### src/rtl/format_encoder_pkg.sv
// rtl/format_encoder_pkg.sv - shared types and widths for the posit encoder
package format_encoder_pkg;

  typedef enum logic {POS = 1'b0, NEG = 1'b1} sign_t;

  typedef struct packed {
    sign_t             sign;
    logic signed [7:0] regime;
    logic signed [7:0] exponent;
    logic [7:0]        mantissa;
    logic              is_zero;
    logic              is_nar;
  } posit_fields_t;

  localparam int MANT_BITS = 8;
  // Terminator plus mantissa: the bits past the body that feed guard/sticky.
  localparam int GS_BITS   = MANT_BITS + 1;

  function automatic int body_width(input int width, input int en);
    return width - 1 + en + GS_BITS;
  endfunction

endpackage

### src/rtl/format_encoder_if.sv
// rtl/format_encoder_if.sv - field input and posit output handshake bundle
interface format_encoder_if #(
  parameter int WIDTH = 7
);
  import format_encoder_pkg::*;

  logic              in_valid;
  logic              in_ready;
  sign_t             sign;
  logic signed [7:0] regime;
  logic signed [7:0] exponent;
  logic [7:0]        mantissa;
  logic              is_zero;
  logic              is_nar;
  logic              out_valid;
  logic              out_ready;
  logic [WIDTH-1:0]  posit;

  modport master (
    output in_valid, sign, regime, exponent, mantissa, is_zero, is_nar, out_ready,
    input  in_ready, out_valid, posit
  );

  modport slave (
    input  in_valid, sign, regime, exponent, mantissa, is_zero, is_nar, out_ready,
    output in_ready, out_valid, posit
  );

endinterface

### src/rtl/format_encoder_round.sv
// rtl/format_encoder_round.sv - posit_round_rne: RNE rounding of the body with posit saturation
module posit_round_rne
  import format_encoder_pkg::*;
#(
  parameter int WIDTH = 7,
  parameter int EN    = 1
) (
  input  logic [body_width(WIDTH, EN)-1:0] body,
  input  logic                             sat_hi,
  input  logic                             sat_lo,
  output logic [WIDTH-2:0]                 b
);

  localparam int BW = body_width(WIDTH, EN);
  localparam int NB = WIDTH - 1;

  logic [NB-1:0] b_t;
  logic          g;
  logic          s;
  logic          up;
  logic [NB:0]   sum;

  always_comb begin
    b_t = body[BW-1 -: NB];
    g   = body[BW-1-NB];
    s   = |body[BW-2-NB:0];
    up  = g & (s | b_t[0]);
    sum = {1'b0, b_t} + {{NB{1'b0}}, up};
    // Overflow clamps to maxpos; a nonzero value never collapses to zero.
    if (sum[NB] || sat_hi)
      b = '1;
    else if ((sum[NB-1:0] == '0) || sat_lo)
      b = NB'(1);
    else
      b = sum[NB-1:0];
  end

endmodule

### src/rtl/two_comp.sv
// rtl/two_comp.sv - two's complement negation
module two_comp #(
  parameter int WIDTH = 7
) (
  input  logic [WIDTH-1:0] a,
  output logic [WIDTH-1:0] y
);

  assign y = ~a + WIDTH'(1);

endmodule

### src/rtl/format_encoder.sv
// rtl/format_encoder.sv - two-stage posit encoder: regime expansion, then rounding and sign
module format_encoder
  import format_encoder_pkg::*;
#(
  parameter int WIDTH = 7,
  parameter int EN    = 1
) (
  input  logic            clk,
  input  logic            rst_n,
  format_encoder_if.slave bus
);

  localparam int BW = body_width(WIDTH, EN);
  localparam int TW = EN + GS_BITS;
  localparam int RW = $clog2(WIDTH + 1);
  localparam logic signed [7:0] K_MAX = 8'(WIDTH - 2);
  localparam logic signed [7:0] K_MIN = 8'(-(WIDTH - 1));
  localparam logic [7:0]        E_MASK = 8'((1 << EN) - 1);

  posit_fields_t     f;
  logic signed [7:0] k_c;
  logic              sat_hi, sat_lo;
  logic [RW-1:0]     run;
  logic [TW-1:0]     tw;
  logic [BW-1:0]     tail, body;

  logic              s1_valid, s2_valid, s2_adv, in_ready;
  logic [BW-1:0]     s1_body;
  logic              s1_sat_hi, s1_sat_lo, s1_neg, s1_zero, s1_nar;
  logic [WIDTH-2:0]  b_rnd;
  logic [WIDTH-1:0]  mag, mag_neg, p_next, posit_q;

  assign f = '{sign: bus.sign, regime: bus.regime, exponent: bus.exponent,
               mantissa: bus.mantissa, is_zero: bus.is_zero, is_nar: bus.is_nar};

  always_comb begin
    sat_hi = f.regime >= K_MAX;
    sat_lo = f.regime <= K_MIN;
    k_c    = sat_hi ? K_MAX : (sat_lo ? K_MIN : f.regime);
    run    = k_c[7] ? RW'(-k_c) : RW'(k_c + 8'sd1);
    // {terminator, exponent, mantissa}; the regime run is shifted in above it.
    tw     = TW'({1'b0, f.mantissa}) | TW'({8'(f.exponent) & E_MASK, 8'h00});
    tw[TW-1] = k_c[7];
    tail   = {tw, {(BW-TW){1'b0}}};
    body   = (tail >> run) | (k_c[7] ? '0 : ~({BW{1'b1}} >> run));
  end

  assign s2_adv   = !s2_valid || bus.out_ready;
  assign in_ready = !s1_valid || s2_adv;

  always_ff @(posedge clk or negedge rst_n) begin
    if (!rst_n) begin
      s1_valid  <= 1'b0;
      s1_body   <= '0;
      s1_sat_hi <= 1'b0;
      s1_sat_lo <= 1'b0;
      s1_neg    <= 1'b0;
      s1_zero   <= 1'b0;
      s1_nar    <= 1'b0;
    end else if (in_ready) begin
      s1_valid <= bus.in_valid;
      if (bus.in_valid) begin
        s1_body   <= body;
        s1_sat_hi <= sat_hi;
        s1_sat_lo <= sat_lo;
        s1_neg    <= (f.sign == NEG);
        s1_zero   <= f.is_zero;
        s1_nar    <= f.is_nar;
      end
    end
  end

  posit_round_rne #(.WIDTH(WIDTH), .EN(EN)) u_round (
    .body   (s1_body),
    .sat_hi (s1_sat_hi),
    .sat_lo (s1_sat_lo),
    .b      (b_rnd)
  );

  assign mag = {1'b0, b_rnd};

  two_comp #(.WIDTH(WIDTH)) u_neg (
    .a (mag),
    .y (mag_neg)
  );

  always_comb begin
    if (s1_nar)
      p_next = {1'b1, {(WIDTH-1){1'b0}}};
    else if (s1_zero)
      p_next = '0;
    else
      p_next = s1_neg ? mag_neg : mag;
  end

  always_ff @(posedge clk or negedge rst_n) begin
    if (!rst_n) begin
      s2_valid <= 1'b0;
      posit_q  <= '0;
    end else if (s2_adv) begin
      s2_valid <= s1_valid;
      if (s1_valid)
        posit_q <= p_next;
    end
  end

  assign bus.in_ready  = in_ready;
  assign bus.out_valid = s2_valid;
  assign bus.posit     = posit_q;

endmodule
### src/flat_wrapper.sv
// flat-port wrapper written by rule: the top's interface ports become plain ports
module format_encoder_flat import format_encoder_pkg::*;
#(
  parameter int WIDTH = 7,
  parameter int EN    = 1
)
  (clk, rst_n, bus_in_valid, bus_sign, bus_regime, bus_exponent, bus_mantissa, bus_is_zero, bus_is_nar, bus_out_ready, bus_in_ready, bus_out_valid, bus_posit);
  format_encoder_if #(.WIDTH(WIDTH)) bus_i ();
  input  logic clk;
  input  logic rst_n;
  input wire logic [$bits(bus_i.in_valid)-1:0] bus_in_valid;
  input wire logic [$bits(bus_i.sign)-1:0] bus_sign;
  input wire logic [$bits(bus_i.regime)-1:0] bus_regime;
  input wire logic [$bits(bus_i.exponent)-1:0] bus_exponent;
  input wire logic [$bits(bus_i.mantissa)-1:0] bus_mantissa;
  input wire logic [$bits(bus_i.is_zero)-1:0] bus_is_zero;
  input wire logic [$bits(bus_i.is_nar)-1:0] bus_is_nar;
  input wire logic [$bits(bus_i.out_ready)-1:0] bus_out_ready;
  output wire logic [$bits(bus_i.in_ready)-1:0] bus_in_ready;
  output wire logic [$bits(bus_i.out_valid)-1:0] bus_out_valid;
  output wire logic [$bits(bus_i.posit)-1:0] bus_posit;
  assign bus_i.in_valid = bus_in_valid;
  assign bus_i.sign = bus_sign;
  assign bus_i.regime = bus_regime;
  assign bus_i.exponent = bus_exponent;
  assign bus_i.mantissa = bus_mantissa;
  assign bus_i.is_zero = bus_is_zero;
  assign bus_i.is_nar = bus_is_nar;
  assign bus_i.out_ready = bus_out_ready;
  assign bus_in_ready = bus_i.in_ready;
  assign bus_out_valid = bus_i.out_valid;
  assign bus_posit = bus_i.posit;
  format_encoder #(.WIDTH(WIDTH), .EN(EN)) u_core (.clk(clk), .rst_n(rst_n), .bus(bus_i));
endmodule
### config.mk
export PLATFORM = sky130hd
export DESIGN_NAME = format_encoder_flat
export DESIGN_NICKNAME = d
export VERILOG_FILES = /design/src/rtl/format_encoder_pkg.sv /design/src/rtl/format_encoder_if.sv /design/src/rtl/format_encoder_round.sv /design/src/rtl/two_comp.sv /design/src/rtl/format_encoder.sv /design/src/flat_wrapper.sv
export SDC_FILE = /design/constraint.sdc
export NUM_CORES = 1
export LEC_CHECK = 0
export ABC_AREA = 1
export CORE_ASPECT_RATIO = 1.5
export CORE_MARGIN = 5
export CORE_UTILIZATION = 45
export DETAILED_ROUTE_END_ITERATION = 7
export DONT_BUFFER_PORTS = 1
export GPL_TIMING_DRIVEN = 0
export PLACE_DENSITY = 0.72
export REMOVE_ABC_BUFFERS = 1
export SLEW_MARGIN = 20
export SYNTH_ARGS = -nofsm -noshare
export SYNTH_HDL_FRONTEND = slang
export SYNTH_SLANG_ARGS = --single-unit
export TNS_END_PERCENT = 50
### constraint.sdc
create_clock -name clk -period 1.9 [get_ports clk]
set_input_delay 0.38 -clock clk [delete_from_list [all_inputs] [get_ports clk]]
set_output_delay 0.38 -clock clk [all_outputs]
set_load 0.03 [all_outputs]
-- Word level (Yosys, flattened, before mapping)
Cells that the tools add are included.
- register bits after elaboration: 30
- bits of input ports: 31
- output and inout port bits: 9
- word-level logic and storage cells: 42
- $add $sub $neg: 4
- $lt $le $gt $ge: 2
- shift operators: 2
- multiplexer cells: 9
- bitwise gates (word level): 6
- reduce and logical (&&, ||, !) cells: 10
- operator list (kind ; number):
    $mux 7 ; 3
    $mux 16 ; 1
    $mux 8 ; 2
    $not 16->16 ; 1
    $or 16x16->16 ; 1
    $shr 16x3->16 ; 1
    $shr 16x3->16 const A ; 1
    $mux 6 ; 2
    $or 8x9->9 ; 1
    $reduce_or 9->1 ; 1
    $ge 8x4->1 const B ; 1
    $le 8x4->1 const B ; 1
    $add 6x1->7 ; 1
    $add 7x1->7 const B ; 1
    $not 6->7 ; 1
    $logic_not 6->1 ; 1
    $logic_or 1x1->1 ; 4
    $reduce_and 2->1 ; 2
    $add 3x2->3 const B ; 1
    $mux 3 ; 1
    $neg 3->3 ; 1
    $logic_not 1->1 ; 2
    $and 1x1->1 ; 1
    $or 1x1->1 ; 1

-- Logic depth before layout (Yosys ltp)
- depth after elaboration: 13
- gate-level depth with buffers: 18
- gate-level depth less buffers: 18

-- Cells and area by module
Synthesis repeated with hierarchy kept, for this count alone.
- cell total of the unflattened synthesis: 337
- area total of the unflattened synthesis: 2270.9 um^2
- by module, submodules not included (module ; times used ; cells an instance ; area each (um^2) ; sequential area each (um^2)):
    format_encoder ; 1 ; 253 ; 1849.3 ; 750.7
    posit_round_rne ; 1 ; 61 ; 290.3 ; 0.0
    two_comp ; 1 ; 23 ; 131.4 ; 0.0

-- Worst setup path before layout
Ideal clock, no wire load.
- path kind: input-to-reg
- start: input port bus_regime[3]
- end: register u_core.s1_body[10]
- library setup time: 0.133 ns
- data arrival time: 2.107 ns
- required time: 1.767 ns
- setup slack: -0.340 ns
- cell stages on the path: 14
- buffers on the path: 1
- path through: inv_1 -> nor3_1 -> o21ai_1 -> nand2_1 -> inv_1 -> a21oi_1 -> inv_1 -> ha_1 -> clkbuf_1 -> o21ai_0 -> nor2_1 -> o21bai_1 -> nor2_1 -> o22ai_1
- cells in the longest elaborated chain, start to end: 9
- elaborated cells on any way between the ends: 12
- those cells by class: add/sub: 2; order compare: 2; shift: 2; mux: 4; bitwise: 2
- ends and longest elaborated chain (what ; RTL line ; source):
    from (decl) ; flat_wrapper.sv:13 ; input wire logic [$bits(bus_i.regime)-1:0] bus_regime;
    $le 8x4->1 ; format_encoder.sv:38 ; sat_lo = f.regime <= K_MIN;
    $mux 8 ; format_encoder.sv:39 ; k_c = sat_hi ? K_MAX : (sat_lo ? K_MIN : f.regime);
    $mux 8 (*) ; format_encoder.sv:39 ;
    $add 3x2->3 or $neg 3->3 (tied branches) ; format_encoder.sv:40 ; run = k_c[7] ? RW'(-k_c) : RW'(k_c + 8'sd1);
    $mux 3 ; format_encoder.sv:40 ;
    $shr 16x3->16 ; format_encoder.sv:45 ; body = (tail >> run) | (k_c[7] ? '0 : ~({BW{1'b1}} >> run));
    $not 16->16 ; format_encoder.sv:45 ;
    $mux 16 ; format_encoder.sv:45 ;
    $or 16x16->16 (*) ; format_encoder.sv:45 ;
    to (signal assigned) ; format_encoder.sv:63 ; s1_body <= body;
    to (decl) ; format_encoder.sv:28 ; logic [BW-1:0] s1_body;
Every way passes the cells marked *; elsewhere a longest branch is shown, timed or not.
A chain may end at the register's enable or synchronous reset.

-- Final worst setup path
- start: register u_core.s1_body[10]
- end: register u_core.posit_q[4] (netlist: u_core.bus.posit[4])
- cells in the longest elaborated chain, start to end: 12
- elaborated cells on any way between the ends: 13
- those cells by class: add/sub: 2; mux: 5; bitwise: 3; reduce/logical: 3
- ends and longest elaborated chain (what ; RTL line ; source):
    $or 1x1->1 ; format_encoder_round.sv:27 ; up = g & (s | b_t[0]);
    $and 1x1->1 ; format_encoder_round.sv:27 ;
    $add 6x1->7 (*) ; format_encoder_round.sv:28 ; sum = {1'b0, b_t} + {{NB{1'b0}}, up};
    $logic_not 6->1 ; format_encoder_round.sv:32 ; else if ((sum[NB-1:0] == '0) || sat_lo)
    $logic_or 1x1->1 ; format_encoder_round.sv:32 ;
    $mux 6 ; format_encoder_round.sv:32 ;
    $mux 6 (*) ; format_encoder_round.sv:30 ; if (sum[NB] || sat_hi)
    $not 6->7 ; two_comp.sv:9 ; assign y = ~a + WIDTH'(1);
    $add 7x1->7 ; two_comp.sv:9 ;
    $mux 7 (*) ; format_encoder.sv:93 ; p_next = s1_neg ? mag_neg : mag;
    $mux 7 (*) ; format_encoder.sv:90 ; else if (s1_zero)
    $mux 7 (*) ; format_encoder.sv:88 ; if (s1_nar)
    to (signal assigned) ; format_encoder.sv:103 ; posit_q <= p_next;
    to (decl) ; format_encoder.sv:31 ; logic [WIDTH-1:0] mag, mag_neg, p_next, posit_q;
Marks and branches as above.

==> impl_metrics.csv <==
group,metric,value,unit
sta,finalSetupViolations,5,
grt,grt_pass1_wl,8290,um
die,dieHeight,93.7,um
die,ioPinCount,40,
cts,path_clk_slew,60,ps
cells_and_area,antennaDiodeCount,0,
grt,grt_remaining_overflow,0,
routing,detail-route-antenna-nets,0,
worst_setup_path,cp.arrival,2280,ps
power_and_ir_drop,max-vdd-ir-drop,0.000387,V
sta,fin_crit,2080,ps
cts,cts_tree,"yes",
die,num_rows,30,
cells_and_area,fill_cells,408,
routing,wire_per_inst,11.9,um
logic_synthesis,synth_area_leaders,"dfrtp_1, nand2_1, inv_1",
place,hpwlAfterDp,3260,um
worst_setup_path,endpoint_kind,"register",
job,maxCapViolations,0,
routing,drtIter0Drc,79,
logic_synthesis,synth_edf_count,0,
routing,firstDrtPassIters,4,
sta,tns,-697,ps
cells_and_area,multi_input_area,1430,sq um
cells_and_area,postLayoutCoreUtil,62.1,%
cts,clockRootBuffer,"clkbuf_8",
logic_synthesis,avgSynthCellArea,6.41,sq um
logic_synthesis,ys_top_cells_by_count,"nand2_1, inv_1, dfrtp_1, o21ai_1",
outcome,status,"finished, violations left",
logic_synthesis,synth_flop_cell,"dfrtp_1",
cts,htreeDepth,2,
worst_setup_path,crit_type,"reg -> reg",
sta,hold_viol,0,
worst_setup_path,path_cells,"nand2_4 -> inv_4 -> ha_4 -> nand4_1 -> inv_2 -> a21oi_4 -> nand4_1 -> inv_2 -> ha_4 -> nand3_4 -> nand3_2 -> nand2_1 -> o21ai_1",
grt,grt_pass1_vias,1978,
place,io_buffers,0,
cts,clk_path_buf_depth,2,
die,start_util,46.3,%
logic_synthesis,synth.most_common_cell,"nand2_1",
worst_setup_path,start_kind,"register",
worst_hold_path,hp-class,"in -> reg",
die,core,4540,sq um
place,place.gp.congestion,0.822,
sta,skew,1.66,ps
sta,clock.fmax,482,MHz
cts,clock-sinks,30,
grt,grt_use_total,16.7,%
sta,setup_slack,-177,ps
cells_and_area,regArea,751,sq um
cells_and_area,nets,388,
worst_setup_path,slowest_stage,"dfrtp_1",
logic_synthesis,synth_cells,328,
cells_and_area,syn2layout_area_growth,34.3,%
sta,slew_headroom,69.9,%
grt,antenna_found_initial,0,
grt,grt_max_degree,31,
logic_synthesis,ys_seq_area_share,35.7,%
cts,clock_latency,280,ps
cts,cts_made_buffers,5,
logic_synthesis,async_flop_share,100,%
worst_setup_path,required,2110,ps
sta,rsz0062_at_grt,"true",
die,die_x,65.8,um
worst_setup_path,cp_max_fo,6,
power_and_ir_drop,p_leak,1.37,nW
power_and_ir_drop,power_density,970,nW/um^2
logic_synthesis,ys_seq_elements,30,
routing,vias,2118,
sta,post-route-period-util,109,%
routing,drt_wl_total,4960,um
sta,slew_violations,0,
cells_and_area,drive_gt1_share,29.5,%
worst_setup_path,slowest_delay,400,ps
outcome,violations,"negative setup slack",
routing,remaining_drc_errors,0,
logic_synthesis,yosys.area.top_type,"dfrtp_1",
die,dieArea,6170,sq um
logic_synthesis,ys_warn_count,0,
logic_synthesis,synth_top_cell_area_share,35.7,%
routing,viasPerCell,5.08,
logic_synthesis,synth_cell_type_count,26,
sta,tightestPinTransition,449,ps
logic_synthesis,syn-cell-area,2100,sq um
sequential cells by signal, summed over array words and instances, names as in the netlist:
register / cells
u_core.s1_sat_hi: 1
u_core.s1_nar: 1
u_core.s1_zero: 1
u_core.s1_body: 16
u_core.s1_neg: 1
u_core.s1_valid: 1
u_core.bus.posit: 7
u_core.s1_sat_lo: 1
u_core.bus.out_valid: 1
critical path: cells and delay by family (launching register included):
kind,cells,cell delay (ps)
fa+ha+maj,2,330
compound gates,2,350
flops,1,400
simple gates,6,680
buf+inv,3,240
layer usage:
layer | global-route usage (%) | up-vias | part of all wire, %
li1 | - | 1101 | -
met1 | 18.4 | 941 | 37
met2 | 30.7 | 63 | 55
met3 | 3.35 | 13 | 5.1
met4 | 5.88 | 0 | 2.8
met5 | 0 | - | 0
final cells by class:
| type | instances | share of cell area (%) |
|---|---|---|
| timing repair inverter | 2 | 0.532 |
| sequential | 30 | 26.6 |
| tap | 64 | 2.84 |
| timing repair buffer | 22 | 7.80 |
| inverter | 51 | 7.76 |
| multi-input combinational | 240 | 50.6 |
| clock buffer | 8 | 3.90 |
cell usage in the layout (no fill, tap or decap), types with 2 or more instances in the layout:
cell and n:
a21oi_1 7, a21oi_2 4, a21oi_4 3, buf_12 3, buf_4 14, buf_6 4, clkbuf_8 8, clkinvlp_4 4
dfrtp_1 30, ha_4 5, inv_1 32, inv_2 11, inv_4 3, nand2_1 98, nand2_2 11, nand2_4 3
nand2_8 3, nand3_1 13, nand3_2 4, nand3_4 2, nand4_1 5, nor2_1 20, nor2_2 4, nor3_1 2
nor3_2 3, o21ai_0 8, o21ai_1 27, o21ai_2 9, o21ai_4 2
path summary, 6_finish.rpt:
check	from	to	slack (ps)	cells past startpoint
min in group asynchronous	rst_n	u_core.bus.posit[3]	550	2
setup / recovery	u_core.s1_body[10]	u_core.bus.posit[4]	-180	13
hold reg to reg	u_core.s1_body[7]	u_core.s1_body[7]	490	2
max in group asynchronous	rst_n	u_core.s1_body[15]	1190	2
setup reg to reg	u_core.s1_body[10]	u_core.bus.posit[4]	-180	13
hold / removal	bus_is_zero	u_core.s1_zero	220	2
cell families after synthesis:
group | share of synthesized area, %
adder cells (fa/ha/maj) | 2.98
AND/OR/NAND/NOR | 34.8
AO/OA/AOI/OAI | 15.8
buffers and inverters | 10.7
flip-flops | 35.7
through the flow:
stage	worst slack [ps]	area, sq um	power (mW)	hold slack, ps	instances
after global routing	-312	2820	2.94	218	417
after detailed placement	-771	2150	1.75	85.1	384
final	-177	2820	2.74	220	417
after floorplan	-445	2070	1.60	84.4	320
after global placement	-742	2150	1.73	85.2	384
after CTS	-242	2560	2.53	212	410
repair_timing:
item	CTS	global route
pin swaps	14	25
endpoints found under the setup margin	25	23
resized for setup	39	63
gates cloned	3	0
hold buffers	2	0
endpoints found under the hold margin	30	0
setup buffers	13	7
power breakdown:
part / switching [mW] / internal, mW / total, mW / leakage [nW]
combinational: 0.662 / 0.473 / 1.13 / 0.945
clock: 0.225 / 0.365 / 0.591 / 0.0575
sequential: 0.228 / 0.786 / 1.01 / 0.367
total: 1.12 / 1.62 / 2.74 / 1.37
Note: power is estimated with default switching activity, not from simulation.
